### config.mk
export PLATFORM = sky130hd
export DESIGN_NAME = shiftreg_ring
export DESIGN_NICKNAME = d
export VERILOG_FILES = /design/src/rtl/shiftreg_ring.sv
export SDC_FILE = /design/constraint.sdc
export NUM_CORES = 1
export LEC_CHECK = 0
export ABC_AREA = 1
export BUFFER_PORTS_ARGS = -buffer_cell sky130_fd_sc_hd__buf_2
export CORE_MARGIN = 2
export CORE_UTILIZATION = 65
export DETAILED_ROUTE_END_ITERATION = 10
export HOLD_SLACK_MARGIN = 0.15
export PLACE_DENSITY_LB_ADDON = 0.05
export SYNTH_ARGS = -nofsm -noshare
export SYNTH_HDL_FRONTEND = slang
export SYNTH_SLANG_ARGS = --single-unit
### constraint.sdc
create_clock -name clk -period 36 [get_ports clk]
set_input_delay 0 -clock clk [delete_from_list [all_inputs] [get_ports clk]]
set_output_delay 0 -clock clk [all_outputs]
set_load 0.01 [all_outputs]
### src/rtl/shiftreg_ring.sv
// Length-tracked shift chain with grow/pop shifting, a length-following tail tap,
// and a non-destructive rotation scan that streams the valid entries oldest-first.
module shiftreg_ring #(
  parameter int unsigned WIDTH = 2,
  parameter int unsigned DEPTH = 234,
  parameter int unsigned LEN_W = $clog2(DEPTH + 1)
) (
  input  logic             clk,
  input  logic             rst_n,
  input  logic             clear_i,
  input  logic             shift_i,
  input  logic             grow_i,
  input  logic [WIDTH-1:0] in_i,
  input  logic             scan_start_i,
  output logic [WIDTH-1:0] out_o,
  output logic [WIDTH-1:0] first_o,
  output logic [WIDTH-1:0] tail_o,
  output logic [LEN_W-1:0] len_o,
  output logic             empty_o,
  output logic             full_o,
  output logic             shift_ready_o,
  output logic             scan_busy_o,
  output logic             scan_valid_o,
  output logic [WIDTH-1:0] scan_data_o,
  output logic             scan_done_o
);

  typedef enum logic {StIdle, StScan} state_e;

  state_e           state_q, state_d;
  logic [WIDTH-1:0] stage_q [DEPTH];
  logic [WIDTH-1:0] stage_d [DEPTH];
  logic [LEN_W-1:0] len_q, len_d;
  logic [LEN_W-1:0] idx_q, idx_d;
  logic             done_q, done_d;

  logic             clr;
  logic             shift_en;
  logic [WIDTH-1:0] feed;
  logic [WIDTH-1:0] tail;
  logic             full;

  assign full = (len_q == LEN_W'(DEPTH));

  // Tail tap: oldest valid entry, zero when the chain is empty.
  always_comb begin
    tail = '0;
    for (int unsigned k = 0; k < DEPTH; k++) begin
      if (len_q == LEN_W'(k + 1)) tail = stage_q[k];
    end
  end

  always_comb begin
    state_d  = state_q;
    len_d    = len_q;
    idx_d    = idx_q;
    done_d   = 1'b0;
    clr      = 1'b0;
    shift_en = 1'b0;
    feed     = in_i;

    unique case (state_q)
      StIdle: begin
        if (clear_i) begin
          clr = 1'b1;
        end else if (shift_i) begin
          shift_en = 1'b1;
          if (grow_i && !full) len_d = len_q + LEN_W'(1);
        end else if (scan_start_i) begin
          if (len_q == '0) begin
            done_d = 1'b1;
          end else begin
            state_d = StScan;
            idx_d   = '0;
          end
        end
      end
      StScan: begin
        if (clear_i) begin
          clr     = 1'b1;
          state_d = StIdle;
        end else begin
          // Rotate the tail back into the head; after len beats the body is restored.
          shift_en = 1'b1;
          feed     = tail;
          idx_d    = idx_q + LEN_W'(1);
          if (idx_q + LEN_W'(1) == len_q) begin
            state_d = StIdle;
            done_d  = 1'b1;
          end
        end
      end
      default: state_d = StIdle;
    endcase

    stage_d = stage_q;
    if (clr) begin
      len_d = '0;
      for (int unsigned k = 0; k < DEPTH; k++) stage_d[k] = '0;
    end else if (shift_en) begin
      stage_d[0] = feed;
      for (int unsigned k = 1; k < DEPTH; k++) stage_d[k] = stage_q[k-1];
    end
  end

  always_ff @(posedge clk or negedge rst_n) begin
    if (!rst_n) begin
      state_q <= StIdle;
      len_q   <= '0;
      idx_q   <= '0;
      done_q  <= 1'b0;
      for (int unsigned k = 0; k < DEPTH; k++) stage_q[k] <= '0;
    end else begin
      state_q <= state_d;
      len_q   <= len_d;
      idx_q   <= idx_d;
      done_q  <= done_d;
      for (int unsigned k = 0; k < DEPTH; k++) stage_q[k] <= stage_d[k];
    end
  end

  assign out_o         = stage_q[DEPTH-1];
  assign first_o       = stage_q[1];
  assign tail_o        = tail;
  assign len_o         = len_q;
  assign empty_o       = (len_q == '0);
  assign full_o        = full;
  assign shift_ready_o = (state_q == StIdle);
  assign scan_busy_o   = (state_q == StScan);
  assign scan_valid_o  = (state_q == StScan);
  assign scan_data_o   = (state_q == StScan) ? tail : '0;
  assign scan_done_o   = done_q;

endmodule

==> flow_summary.toml <==
[placement]
place.port_buffers = 29
dp_hpwl_um = 37000
place_congestion = 0.882
dp_cells = 3595
placedInstanceArea_um2 = 24800
dp_slack_ns = 18.87

[yosys]
synth_compound_area_frac = 0.170
synth_top_family_by_area = "simple AND/OR/NAND/NOR gates"
syn_area_um2 = 24300
synth_edf_count = 0
synth_fp_nets = 3222
synth_fa_ha_area_frac = 0.00257
synthXorXnorAreaFrac = 0.00324
synth.most_common_cell = "inv_1"
yosys_warnings = 0
synthArstFlopShare = 1.00
synth_cells = 3209
synth-seq-cells = 486
synth.distinct_cells = 34
synth_area_per_cell_um2 = 7.58
yosys-top-cells-count = "837 x inv_1, 549 x nand2_1, 486 x dfrtp_1, 472 x o22ai_1, 270 x nor2_1"
synth_flop_cell = "dfrtp_1"
synthSimpleGateAreaFrac = 0.171
seq_area_frac_synth = 0.500
synth_top_area_share = 0.500
yosys-top-cells-area = "dfrtp_1 50%, inv_1 13%, o22ai_1 12%"
yosys-mux-area-fraction = 0
yosys.area.top_type = "dfrtp_1"

[floorplanning]
initial_core_util = 0.663
die_x_um = 197
core_um2 = 36700
die_h_um = 197
fp.dieArea_um2 = 39000
pin_count = 30
row_count = 70

[worst_setup_path]
startpoint_type = "flip-flop"
critPathSlowestCell = "dlygate4sd3_1"
crit_top_cell = "nand2_1"
end_kind = "flip-flop"
max_stage_delay_ns = 0.54
cp.required_ns = 36.48
crit_type = "flip-flop to flip-flop"
critPathArrivalTime_ns = 18.40
cp_max_fo = 15

[detailed_routing]
route.met2.wl_um = 27800
drt-met1-wl_um = 26300
routed.top_layer = "met4"
via_per_inst = 5.69
routedWlPerCell_um = 16.3
drc_errors = 0
routed_wl_um = 60300
vias = 21000
drtIter0Drc = 1965
met3WireLength_um = 3970
first_pass_iters = 7
drtAntennaViolNets = 0

[clocking]
cts_buffer_depth = 3
postCtsSetupBuffers = 0
htreeDepth = 2
cts_sinks = 486
tritoncts = "done"
numCtsBuffers = 51
ctsRootBufferMaster = "clkbuf_16"
path_clk_slew_ns = 0.06
clkLatencyLatePin_ns = 0.61

[finish]
antenna_cells = 0
final_area_um2 = 26600
area_growth_pct = 9.18
drive_gt1_frac = 0.0452
fin_util = 0.724
layoutNonFillerInstCount = 3697
nets = 3205

[grt]
antenna_found_initial = 0
grt_overflow_total = 0
grt_first_pass_wirelength_um = 100000
first_global_vias = 20200
grt_max_degree = 175
grt.total_usage = 0.321

[pwr]
p_total_mw = 1.16
power.density_nw_per_um2 = 43.8
vdd_drop_max_mv = 0.0373
p_leak_nw = 11.2

[sta]
finalSetupViolations = 0
fin_setup_tns_ns = 0
skew_ns = 0.0253
fin_crit_sh = 0.498
fmaxAchievable_ghz = 0.0558
relSlewSlack = 0.255
finalCriticalPeriod_ns = 17.91
timing.final.ws_setup_ns = 18.09
holdWs_ns = 0.310
finalMaxSlewViolations = 0
rsz0062_at_grt = "false"
worst_pin_slew_ns = 1.12
hold_violations = 0

[hold_path]
hold_path.class = "primary input to flip-flop"

[run]
drv_cap = 0

[run_status]
status = "finished clean"
timing repair:
action | CTS | global route
hold buffers | 12 | 0
hold endpoints to repair | 122 | 0
gates resized for setup | 0 | 0
report_power, final:
group / internal (mW) / leakage, nW / switching [mW]
logic: 0.0214 / 3.65 / 0.0592
registers: 0.551 / 6.78 / 0.00512
clock network: 0.309 / 0.811 / 0.216
final cells by class:
type                    count  area (um2)
multi-input cells        1737        8450
flip-flops and latches    486       12200
fillers                  2881       10100
repair buffers             68         508
clock buffers              78        1510
clock inverters            12         159
well taps                 468         586
inverters                 848        3190
final timing paths:
path	slack (ns)	depth (start not counted)	to	from
max in group asynchronous	33.55	5	stage_q[237]	rst_n
setup reg to reg	18.09	230	stage_q[466]	len_o[0]
min in group asynchronous	0.61	4	stage_q[435]	rst_n
setup / recovery	18.09	230	stage_q[466]	len_o[0]
hold / removal	0.31	3	len_o[1]	clear_i
hold reg to reg	0.52	2	stage_q[300]	stage_q[302]
cell usage in the layout (no fill, tap or decap), drive strengths merged:
master,instances
nor4,1
nand3,199
clkinvlp,2
o211ai,11
a221oi,2
ha,5
o32ai,1
buf,57
dfrtp,486
dlygate4sd3,11
clkbuf,78
nand2,550
o211a,1
a22o,1
nand3b,1
bufinv,3
nor2,273
o311ai,2
a211oi,5
inv,845
xor2,9
o22ai,472
nor3,3
nand4,5
a31oi,2
clkinv,10
a22oi,2
o221ai,4
o21ai,164
a21oi,24
worst max-delay path: cells and delay by family (launching register included):
kind	cells	cell delay, ns
flip-flops	1	0.44
buffers and inverters	4	1.14
AO/OA/AOI/OAI	45	5.54
adder cells (fa/ha/maj)	1	0.25
AND/OR/NAND/NOR	180	10.38
kinds of logic after synthesis:
logic type      Yosys count
flops                   486
simple gates           1032
compound gates          691
fa+ha+maj                 5
buf+inv                 986
xor+xnor                  9
sequential cells by signal, summed over array words and instances, names as in the netlist:
| name | flops |
|---|---|
| out_o | 2 |
| scan_busy_o | 1 |
| stage_q | 464 |
| len_o | 8 |
| idx_q | 8 |
| scan_done_o | 1 |
| first_o | 2 |
routing by layer:
| layer | up-vias | GRT usage |
|---|---|---|
| li1 | 10200 | - |
| met1 | 10100 | 0.446 |
| met2 | 639 | 0.510 |
| met3 | 156 | 0.0478 |
| met4 | 0 | 0.131 |
| met5 | - | 0 |
(Power assumes the default switching activity.)
